**config.mk**
```make
export PLATFORM = sky130hd
export DESIGN_NAME = mem_responder_flat
export DESIGN_NICKNAME = d
export VERILOG_FILES = /design/src/rtl/mem_responder_if.sv /design/src/rtl/mem_responder.sv /design/src/flat_wrapper.sv
export SDC_FILE = /design/constraint.sdc
export NUM_CORES = 1
export LEC_CHECK = 0
export BUFFER_PORTS_ARGS = -buffer_cell sky130_fd_sc_hd__clkbuf_2
export CAP_MARGIN = 20
export CORE_MARGIN = 4
export CORE_UTILIZATION = 46
export DETAILED_ROUTE_END_ITERATION = 8
export HOLD_SLACK_MARGIN = 0.03
export PLACE_DENSITY = 0.76
export SYNTH_ARGS = -nofsm -noshare
export SYNTH_HDL_FRONTEND = slang
export SYNTH_SLANG_ARGS = --single-unit
```
**constraint.sdc**
```tcl
create_clock -name clk -period 2.1 [get_ports clk]
set_input_delay 0.105 -clock clk [delete_from_list [all_inputs] [get_ports clk]]
set_output_delay 0.105 -clock clk [all_outputs]
set_load 0.03 [all_outputs]
```
**src/rtl/mem_responder_if.sv**
```systemverilog
//==============================================================================
// Module      : mem_responder_if
// Description : Request/response handshake between the control FSM
//               (master) and the memory responder (slave).
// Revision    : 1.0 - initial release
//==============================================================================
`default_nettype none

interface mem_responder_if;
    logic        memread;
    logic        memwrite;
    logic [15:0] addr;
    logic [15:0] wdata;
    logic [15:0] rdata;
    logic        ready;

    modport master (
        output memread, memwrite, addr, wdata,
        input  rdata, ready
    );

    modport slave (
        input  memread, memwrite, addr, wdata,
        output rdata, ready
    );
endinterface

`default_nettype wire

```
**src/rtl/mem_responder.sv**
```systemverilog
//==============================================================================
// Module      : mem_responder
// Description : Serves memread/memwrite strobes from a synchronous block RAM
//               or a small memory-mapped I/O page (LED, SW, CYCLE, STATUS).
//               Every transaction ends with a one-cycle ready pulse.
// Revision    : 1.0 - initial release
//==============================================================================
`default_nettype none

module mem_responder #(
    parameter int          RAM_WAIT = 1,          // RAM read latency, 1..3
    parameter logic [15:0] IO_BASE  = 16'hFF00    // first address of the I/O page
) (
    input  wire logic        clk,
    input  wire logic        reset,               // asynchronous, active-low
    mem_responder_if.slave   bus,
    output logic [15:0]      ram_addr,
    output logic [15:0]      ram_wdata,
    output logic             ram_we,
    input  wire logic [15:0] ram_rdata,
    input  wire logic [15:0] sw,
    output logic [15:0]      led
);

    typedef enum logic [2:0] {
        IDLE = 3'd0,
        RD   = 3'd1,
        WR   = 3'd2,
        IO   = 3'd3,
        DONE = 3'd4
    } state_t;

    // Wait counter runs 0..RAM_WAIT-1; the RD cycle holding this value is the last.
    localparam logic [1:0] WAIT_LAST = 2'(RAM_WAIT - 1);

    state_t      state;
    state_t      state_next;

    logic [15:0] addr_q;        // address frozen at accept
    logic [15:0] wdata_q;       // write data frozen at accept
    logic        is_wr_q;       // accepted transaction is a write
    logic [1:0]  wait_cnt;
    logic [15:0] rdata_q;
    logic [15:0] led_q;
    logic [15:0] cycle_q;
    logic [1:0]  status_q;      // bit0 strobe conflict, bit1 unmapped I/O access

    logic        accept;
    logic        req_is_io;
    logic [15:0] io_offset;

    assign accept    = (state == IDLE) && (bus.memread || bus.memwrite);
    assign req_is_io = (bus.addr >= IO_BASE);
    assign io_offset = addr_q - IO_BASE;

    assign bus.rdata = rdata_q;
    assign ram_addr  = addr_q;
    assign ram_wdata = wdata_q;
    assign led       = led_q;

    // State register; reset abandons any in-flight transaction.
    always_ff @(posedge clk or negedge reset) begin
        if (!reset) begin
            state <= IDLE;
        end else begin
            state <= state_next;
        end
    end

    // Next-state and Moore outputs (ready in DONE, ram_we in WR).
    always_comb begin
        state_next = state;
        bus.ready  = 1'b0;
        ram_we     = 1'b0;
        case (state)
            IDLE: begin
                if (bus.memwrite) begin
                    state_next = req_is_io ? IO : WR;
                end else if (bus.memread) begin
                    state_next = req_is_io ? IO : RD;
                end
            end
            RD: begin
                if (wait_cnt == WAIT_LAST) begin
                    state_next = DONE;
                end
            end
            WR: begin
                ram_we     = 1'b1;
                state_next = DONE;
            end
            IO: begin
                state_next = DONE;
            end
            DONE: begin
                bus.ready  = 1'b1;
                state_next = IDLE;
            end
            default: begin
                state_next = IDLE;
            end
        endcase
    end

    // Request latch, RAM read capture, I/O register access and STATUS flags.
    always_ff @(posedge clk or negedge reset) begin
        if (!reset) begin
            addr_q   <= 16'h0000;
            wdata_q  <= 16'h0000;
            is_wr_q  <= 1'b0;
            wait_cnt <= 2'd0;
            rdata_q  <= 16'h0000;
            led_q    <= 16'h0000;
            status_q <= 2'b00;
        end else begin
            if (accept) begin
                // A simultaneous read strobe loses to the write; flag it.
                addr_q   <= bus.addr;
                is_wr_q  <= bus.memwrite;
                wait_cnt <= 2'd0;
                if (bus.memwrite) begin
                    wdata_q <= bus.wdata;
                end
                if (bus.memwrite && bus.memread) begin
                    status_q[0] <= 1'b1;
                end
            end

            if (state == RD) begin
                wait_cnt <= wait_cnt + 2'd1;
                if (wait_cnt == WAIT_LAST) begin
                    rdata_q <= ram_rdata;
                end
            end

            if (state == IO) begin
                case (io_offset)
                    16'd0: begin
                        if (is_wr_q) begin
                            led_q <= wdata_q;
                        end else begin
                            rdata_q <= led_q;
                        end
                    end
                    16'd1: begin
                        if (!is_wr_q) begin
                            rdata_q <= sw;
                        end
                    end
                    16'd2: begin
                        // The write-clear lives in the counter block.
                        if (!is_wr_q) begin
                            rdata_q <= cycle_q;
                        end
                    end
                    16'd3: begin
                        if (is_wr_q) begin
                            status_q <= 2'b00;
                        end else begin
                            rdata_q <= {14'd0, status_q};
                        end
                    end
                    default: begin
                        status_q[1] <= 1'b1;
                        if (!is_wr_q) begin
                            rdata_q <= 16'h0000;
                        end
                    end
                endcase
            end
        end
    end

    // Free-running cycle counter; a write to CYCLE overrides that cycle's increment.
    always_ff @(posedge clk or negedge reset) begin
        if (!reset) begin
            cycle_q <= 16'h0000;
        end else if ((state == IO) && is_wr_q && (io_offset == 16'd2)) begin
            cycle_q <= 16'h0000;
        end else begin
            cycle_q <= cycle_q + 16'd1;
        end
    end

endmodule

`default_nettype wire

```
**src/flat_wrapper.sv**
```systemverilog
// flat-port wrapper written by rule: the top's interface ports become plain ports
module mem_responder_flat 
#(
    parameter int          RAM_WAIT = 1,                                   
    parameter logic [15:0] IO_BASE  = 16'hFF00                                    
)
  (clk, reset, ram_addr, ram_wdata, ram_we, ram_rdata, sw, led, bus_memread, bus_memwrite, bus_addr, bus_wdata, bus_rdata, bus_ready);
  mem_responder_if bus_i ();
  input  wire logic clk;
  input  wire logic reset;
  output logic [15:0] ram_addr;
  output logic [15:0] ram_wdata;
  output logic ram_we;
  input  wire logic [15:0] ram_rdata;
  input  wire logic [15:0] sw;
  output logic [15:0] led;
  input wire logic [$bits(bus_i.memread)-1:0] bus_memread;
  input wire logic [$bits(bus_i.memwrite)-1:0] bus_memwrite;
  input wire logic [$bits(bus_i.addr)-1:0] bus_addr;
  input wire logic [$bits(bus_i.wdata)-1:0] bus_wdata;
  output wire logic [$bits(bus_i.rdata)-1:0] bus_rdata;
  output wire logic [$bits(bus_i.ready)-1:0] bus_ready;
  assign bus_i.memread = bus_memread;
  assign bus_i.memwrite = bus_memwrite;
  assign bus_i.addr = bus_addr;
  assign bus_i.wdata = bus_wdata;
  assign bus_rdata = bus_i.rdata;
  assign bus_ready = bus_i.ready;
  mem_responder #(.RAM_WAIT(RAM_WAIT), .IO_BASE(IO_BASE)) u_core (.clk(clk), .reset(reset), .bus(bus_i), .ram_addr(ram_addr), .ram_wdata(ram_wdata), .ram_we(ram_we), .ram_rdata(ram_rdata), .sw(sw), .led(led));
endmodule
```
==> results of run 1 <==
-- per-layer routing --
layer	up-vias	GRT usage	share of wire
met3	26	0.04736	0.059
met2	112	0.3262	0.48
met5	-	0	0
met4	0	0.08167	0.027
met1	1614	0.2804	0.44
li1	1637	-	-
-- timing repair --
item | 4_1_cts | 5_1_grt
hold endpoints to repair | 76 | 0
buffers inserted | 0 | 1
setup endpoints to repair | 0 | 16
hold buffers | 34 | 0
-- per-stage QoR --
| step | instance area [sq um] | hold WS, ps |
|---|---|---|
| final | 5500 | 40.90 |
| after global routing | 5500 | 50.88 |
| after CTS | 5480 | 38.97 |
| after detailed placement | 4937 | 146.1 |
| after global placement | 4937 | 130.2 |
| after floorplan | 4146 | -190.6 |
-- state kept, by name (all words and copies together) (netlist names) --
register	count
u_core.state	3
u_core.wait_cnt	2
u_core.cycle_q	16
u_core.status_q	2
u_core.is_wr_q	1
u_core.led	16
u_core.bus.rdata	16
u_core.ram_addr	16
u_core.ram_wdata	16
-- synthesized netlist by cell type, types with 2 or more instances --
cell	instances	area, sq um
clkbuf_1	14	52.55
nor2b_1	3	18.77
buf_6	2	22.52
mux2_2	22	247.7
nor2_1	23	86.33
nand3_1	23	115.1
and2_1	2	12.51
o2bb2ai_1	13	113.9
nor3_1	4	20.02
nor4_1	4	25.02
mux2_4	10	150.1
a21oi_1	2	10.01
xnor2_1	9	78.83
ha_1	2	25.02
nand2_1	52	195.2
mux2i_1	30	300.3
xor2_1	5	43.79
buf_2	3	15.01
mux4_2	2	45.04
nor3b_1	2	15.01
o21ai_0	19	95.09
nand4_1	9	56.30
inv_1	6	22.52
dfrtp_1	88	2202
-- critical path, stage by stage (launching register included) --
cell,delay [ps]
dfrtp_2,420
or4_4,560
nor4_4,270
nand3_4,110
buf_12,170
mux2_4,300
-- cells in the final DEF (no fill, tap or decap), types with 2 or more instances in the layout --
| master | count |
|---|---|
| clkbuf_2 | 132 |
| dfrtp_1 | 86 |
| nand2_1 | 52 |
| dlygate4sd3_1 | 34 |
| mux2i_1 | 30 |
| nand3_1 | 23 |
| nor2_1 | 22 |
| mux2_2 | 22 |
| o21ai_0 | 18 |
| o2bb2ai_1 | 13 |
| buf_4 | 13 |
| mux2_4 | 10 |
| nand4_1 | 9 |
| xnor2_1 | 9 |
| clkbuf_8 | 9 |
| inv_1 | 6 |
| xor2_1 | 5 |
| nor4_1 | 4 |
| nor3_1 | 4 |
| nor2b_1 | 3 |
| clkinvlp_4 | 3 |
| nor3b_1 | 2 |
| o21ai_1 | 2 |
| mux4_2 | 2 |
| and2_1 | 2 |
| a21oi_1 | 2 |
| ha_1 | 2 |
| inv_6 | 2 |
| dfrtp_2 | 2 |
-- logic make-up (layout without fill, tap and decap cells) --
logic type      after synthesis  after routing  synth area share
mux                          64             64            0.1795
simple gates                133            133            0.1599
xor+xnor                     14             14           0.02962
fa+ha+maj                     2              2          0.006043
flops                        88             88            0.5319
buf+inv                      27            202           0.02992
compound gates               40             40           0.06316
-- power breakdown --
group	switching [mW]	total (mW)	internal, mW
registers	0.390	2.62	2.23
clock network	0.632	1.19	0.560
logic	2.09	3.20	1.11
total	3.11	7.01	3.90
-- final cells by class --
cell class              count  area [sq um]
fillers                   677          3221
flip-flops and latches     88          2205
multi-input cells         253          1817
repair buffers            180          1119
well taps                 108         135.1
clock buffers               9         123.9
clock inverters             7         78.83
inverters                   6         22.52
-- worst max path at each step --
| stage | from | end | slack, ps | depth (start not counted) |
|---|---|---|---|---|
| 3_3_place_gp | u_core.ram_addr[3]$_DFFE_PN0P_ | u_core.led[10]$_DFFE_PN0P_ | 90 | 4 |
| 4_1_cts | u_core.ram_addr[3]$_DFFE_PN0P_ | u_core.led[12]$_DFFE_PN0P_ | 30 | 4 |
| 3_5_place_dp | u_core.ram_addr[3]$_DFFE_PN0P_ | u_core.led[12]$_DFFE_PN0P_ | 40 | 4 |
| 2_1_floorplan | u_core.ram_addr[3]$_DFFE_PN0P_ | u_core.led[10]$_DFFE_PN0P_ | 70 | 6 |
| 6_report | u_core.ram_addr[3]$_DFFE_PN0P_ | u_core.led[12]$_DFFE_PN0P_ | 160 | 5 |
| 5_1_grt | u_core.ram_addr[3]$_DFFE_PN0P_ | u_core.led[7]$_DFFE_PN0P_ | 90 | 5 |
==> impl_metrics.json, run 1 <==
{
  "fmax_mhz": 514.3,
  "clock_sinks": 88,
  "n_antenna_cell": 0,
  "maxCapViolCount": 0,
  "fin_skew_ps": 10.73,
  "p_leak_nw": 2.664,
  "globalRouteOverflowTotal": 0,
  "cts_resized": 0,
  "syn_nets": 438,
  "synth_ff_type": "dfrtp_1",
  "holdPathEnd": "u_core.bus.rdata[4]$_DFF_PN0_",
  "final_max_slew_viol_count": 0,
  "setup_tns_ps": 0,
  "grt_pass1_wl_mm": 16.94,
  "setup_slack_ps": 155.6,
  "synth_warnings": 0,
  "dr.pass1.iters": 5,
  "power.total_mw": 7.007,
  "utilization": 0.6307,
  "synth_seq_cells": 88,
  "core.rowCount": 34,
  "clkLatencyLatePin_ps": 360,
  "worstPathRequired_ps": 2340,
  "grt_antenna_before_repair": 0,
  "fp.dieW_um": 102.9,
  "fin_crit_sh": 0.9259,
  "avgSynthCellArea_sq_um": 11.25,
  "setup_violations": 0,
  "initialDrtViolationCount": 111,
  "syn_to_final_growth_pct": 32.85,
  "synthesis.area_sq_um": 4140,
  "dp_hpwl_mm": 7.441,
  "slew_headroom": 0.5603,
  "dp_slack_ps": 36.22,
  "core_area_sq_um": 8721,
  "via_per_inst": 5.206,
  "clockRootBuffer": "clkbuf_8",
  "finalNonFillerCells": 651,
  "htreeDepth": 3,
  "power_density_nw_per_um2": 1274,
  "grt_pass1_vias": 3420,
  "vias": 3389,
  "cts_buffer_depth": 2,
  "dp_cells": 600,
  "finalHoldViolCount": 0,
  "synth-edff-count": 0,
  "cp-end-kind": "register",
  "yosysUniqueCellTypes": 43,
  "port_buffers": 133,
  "startpoint_type": "register",
  "finalWeightedCongestion": 0.8012,
  "worstPathMaxFanout": 16,
  "rsz0062_at_grt": "false",
  "cts_tree": "yes",
  "worstHoldPathCells": 3,
  "worstMarginPinSlew_ps": 655.2,
  "layout-drive-gt1-share": 0.3738,
  "min_from": "ram_rdata[4]",
  "wl_per_cell_um": 16.13,
  "timing.rr.start": "u_core.ram_addr[3]$_DFFE_PN0P_",
  "period_minus_slack_ps": 1944,
  "netlist_instances": 368,
  "nets": 608,
  "clkTransAtPathRegs_ps": 90,
  "dieHeight_um": 102.9,
  "crit_type": "reg -> reg",
  "ir_drop_uv": 794.4,
  "start_util": 0.4747,
  "rr_endpoint": "u_core.led[12]$_DFFE_PN0P_",
  "grt_max_degree": 46,
  "cts_inserted_buffers": 9,
  "hp-class": "in -> reg",
  "reg2reg_slack_ps": 160,
  "io_pins": 134,
  "drc": 0,
  "status": "completed",
  "grt.total_usage": 0.2073,
  "yosysSeqAreaShare": 0.5319,
  "wl_mm": 10.50,
  "ys_async_sr_fraction": 1.000,
  "crit_arrival_ps": 2190,
  "drtAntennaViolNets": 0,
  "die_area_sq_um": 10580,
  "reg2reg_depth": 5
}
(Power assumes the default switching activity.)
==> run 2: changes to the inputs <==
--- a/config.mk
+++ b/config.mk
@@ -8,10 +8,10 @@
 export BUFFER_PORTS_ARGS = -buffer_cell sky130_fd_sc_hd__clkbuf_2
 export CAP_MARGIN = 20
 export CORE_MARGIN = 4
-export CORE_UTILIZATION = 46
+export CORE_UTILIZATION = 51
 export DETAILED_ROUTE_END_ITERATION = 8
 export HOLD_SLACK_MARGIN = 0.03
-export PLACE_DENSITY = 0.76
+export PLACE_DENSITY = 0.8
 export SYNTH_ARGS = -nofsm -noshare
 export SYNTH_HDL_FRONTEND = slang
 export SYNTH_SLANG_ARGS = --single-unit
==> constraint.sdc (replaced) <==
create_clock -name clk -period 1.9 [get_ports clk]
set_input_delay 0.19 -clock clk [delete_from_list [all_inputs] [get_ports clk]]
set_output_delay 0.19 -clock clk [all_outputs]
set_load 0.03 [all_outputs]
==> run 2 against run 1 <==
Compared with the run above: critical endpoint is now u_core.cycle_q[2]$_DFF_PN0_; non-clock buffer count is 27 lower; the flow now finishes with violations (negative setup slack); final area fell by 3.1%; critical path depth increased by 1.
==> impl_metrics.json, run 2 (synthesized netlist as in run 1, its figures left out) <==
{
  "status": "complete, but fails checks",
  "violations": "negative setup slack",
  "initialDrtViolationCount": 173,
  "placed_cell_area_sq_um": 5015,
  "setup_violations": 22,
  "clkTransAtPathRegs_ps": 80,
  "io_pins": 134,
  "layout_commonest_cell": "clkbuf_2",
  "grt_max_degree": 37,
  "vias": 3344,
  "start_util": 0.5303,
  "drtAntennaViolNets": 0,
  "ir_drop_uv": 844.5,
  "finalHoldViolCount": 0,
  "grt_pass1_vias": 3492,
  "setup_slack_ps": -20.69,
  "startpoint_type": "register",
  "cts_tree": "yes",
  "dieHeight_um": 98.10,
  "grt.total_usage": 0.2185,
  "slew_headroom": 0.5852,
  "cp-end-kind": "register",
  "internal_power_mw": 4.367,
  "syn_to_final_growth_pct": 28.71,
  "layout-drive-gt1-share": 0.4109,
  "wl_mm": 10.06,
  "finalWeightedCongestion": 0.7626,
  "htreeDepth": 3,
  "fin_crit_sh": 1.011,
  "n_antenna_cell": 0,
  "fmax_mhz": 520.6,
  "clockRootBuffer": "clkbuf_8",
  "p_leak_nw": 2.579,
  "final_area_sq_um": 5329,
  "crit_arrival_ps": 2160,
  "power.total_mw": 7.718,
  "wl_per_cell_um": 16.27,
  "drc": 0,
  "worstMarginPinSlew_ps": 618.0,
  "die_area_sq_um": 9624,
  "cts_buffer_depth": 2,
  "pwr-share-seq": 0.379,
  "post_cts_buffers": 0,
  "core.rowCount": 32,
  "switching_share": 0.4341,
  "clkLatencyLatePin_ps": 350,
  "port_buffers": 133,
  "fin_skew_ps": 7.221,
  "dr.pass1.iters": 4,
  "period_minus_slack_ps": 1921,
  "nets": 581,
  "maxCapViolCount": 0,
  "via_per_inst": 5.411,
  "worstPathMaxFanout": 8,
  "power_density_nw_per_um2": 1448,
  "final_max_slew_viol_count": 0,
  "pwr-share-comb": 0.453,
  "fp.dieW_um": 98.10,
  "globalRouteOverflowTotal": 0,
  "p_sw_mw": 3.351,
  "rsz0062_at_grt": "true",
  "grt_antenna_before_repair": 0,
  "crit_type": "reg -> reg",
  "cts_inserted_buffers": 9,
  "power_frac_clock": 0.167,
  "dp_hpwl_mm": 7.552,
  "final_cell_mix": "132 x clkbuf_2, 86 x dfrtp_1, 52 x nand2_1, 30 x mux2i_1, 23 x nand3_1",
  "core_area_sq_um": 7807,
  "grt_pass1_wl_mm": 17.02,
  "clock_sinks": 88,
  "worstPathRequired_ps": 2140,
  "hp-class": "in -> reg"
}
## run 2: power groups by stage
stage / clock network, mW / logic, mW / registers [mW]
2_1_floorplan: 0 / 1.42 / 3.89
4_1_cts: 1.32 / 3.53 / 2.93
3_3_place_gp: 0 / 3.44 / 2.91
3_5_place_dp: 0 / 3.52 / 2.97
5_1_grt: 1.41 / 3.78 / 3.02
6_report: 1.29 / 3.50 / 2.93
## run 2: final timing paths
| path | from | endpoint | slack [ps] | depth (start not counted) |
|---|---|---|---|---|
| hold reg to reg | u_core.ram_addr[7]$_DFFE_PN0P_ | u_core.ram_addr[7]$_DFFE_PN0P_ | 500 | 2 |
| min in group asynchronous | reset | u_core.bus.rdata[11]$_DFF_PN0_ | 340 | 2 |
| max in group asynchronous | reset | u_core.led[13]$_DFFE_PN0P_ | 940 | 3 |
| setup / recovery | u_core.ram_addr[3]$_DFFE_PN0P_ | u_core.cycle_q[2]$_DFF_PN0_ | -20 | 6 |
| setup reg to reg | u_core.ram_addr[3]$_DFFE_PN0P_ | u_core.cycle_q[2]$_DFF_PN0_ | -20 | 6 |
| hold / removal | bus_addr[5] | u_core.ram_addr[5]$_DFFE_PN0P_ | 40 | 3 |
## run 2: stage by stage
stage	utilization	hold WS, ps	worst slack (ps)	TNS [ps]	instances
4_1_cts	0.6729	32.53	-29.96	-203.1	617
5_1_grt	0.6825	36.53	-82.50	-2099	618
6_report	0.6825	42.30	-20.69	-223.0	618
3_3_place_gp	0.6423	154.1	15.36	0	597
3_5_place_dp	0.6423	160.3	-20.86	-139.5	597
2_1_floorplan	-	-105.6	-133.6	-1336	368
## run 2: repair_timing
item	CTS	global route
setup endpoints to repair	11	50
hold endpoints to repair	34	0
pin swaps	0	5
gates cloned	0	1
hold buffers	4	0
gates resized for setup	0	14
## run 2: area by class of cell
type | count | area (sq um)
Sequential cell | 88 | 2205
Timing Repair Buffer | 153 | 915.9
Fill cell | 588 | 2479
Clock inverter | 3 | 40.04
Multi-Input combinational cell | 253 | 1859
Inverter | 6 | 22.52
Tap cell | 102 | 127.6
Clock buffer | 13 | 158.9
## run 2: layer usage
layer,part of all wire,routed length [um],GRT usage,vias to the layer above
li1,-,-,-,1581
met3,0.065,651,0.05500,23
met5,0,0,0,-
met4,0.026,259,0.08094,0
met1,0.42,4176,0.2853,1622
met2,0.49,4968,0.3534,118
## run 2: critical path, stage by stage, from the launching register on
cell and delay (ps):
dfrtp_2 410, or4_4 550, nor4_4 240, buf_4 190
and3_4 210, buf_12 150, nor2_1 60
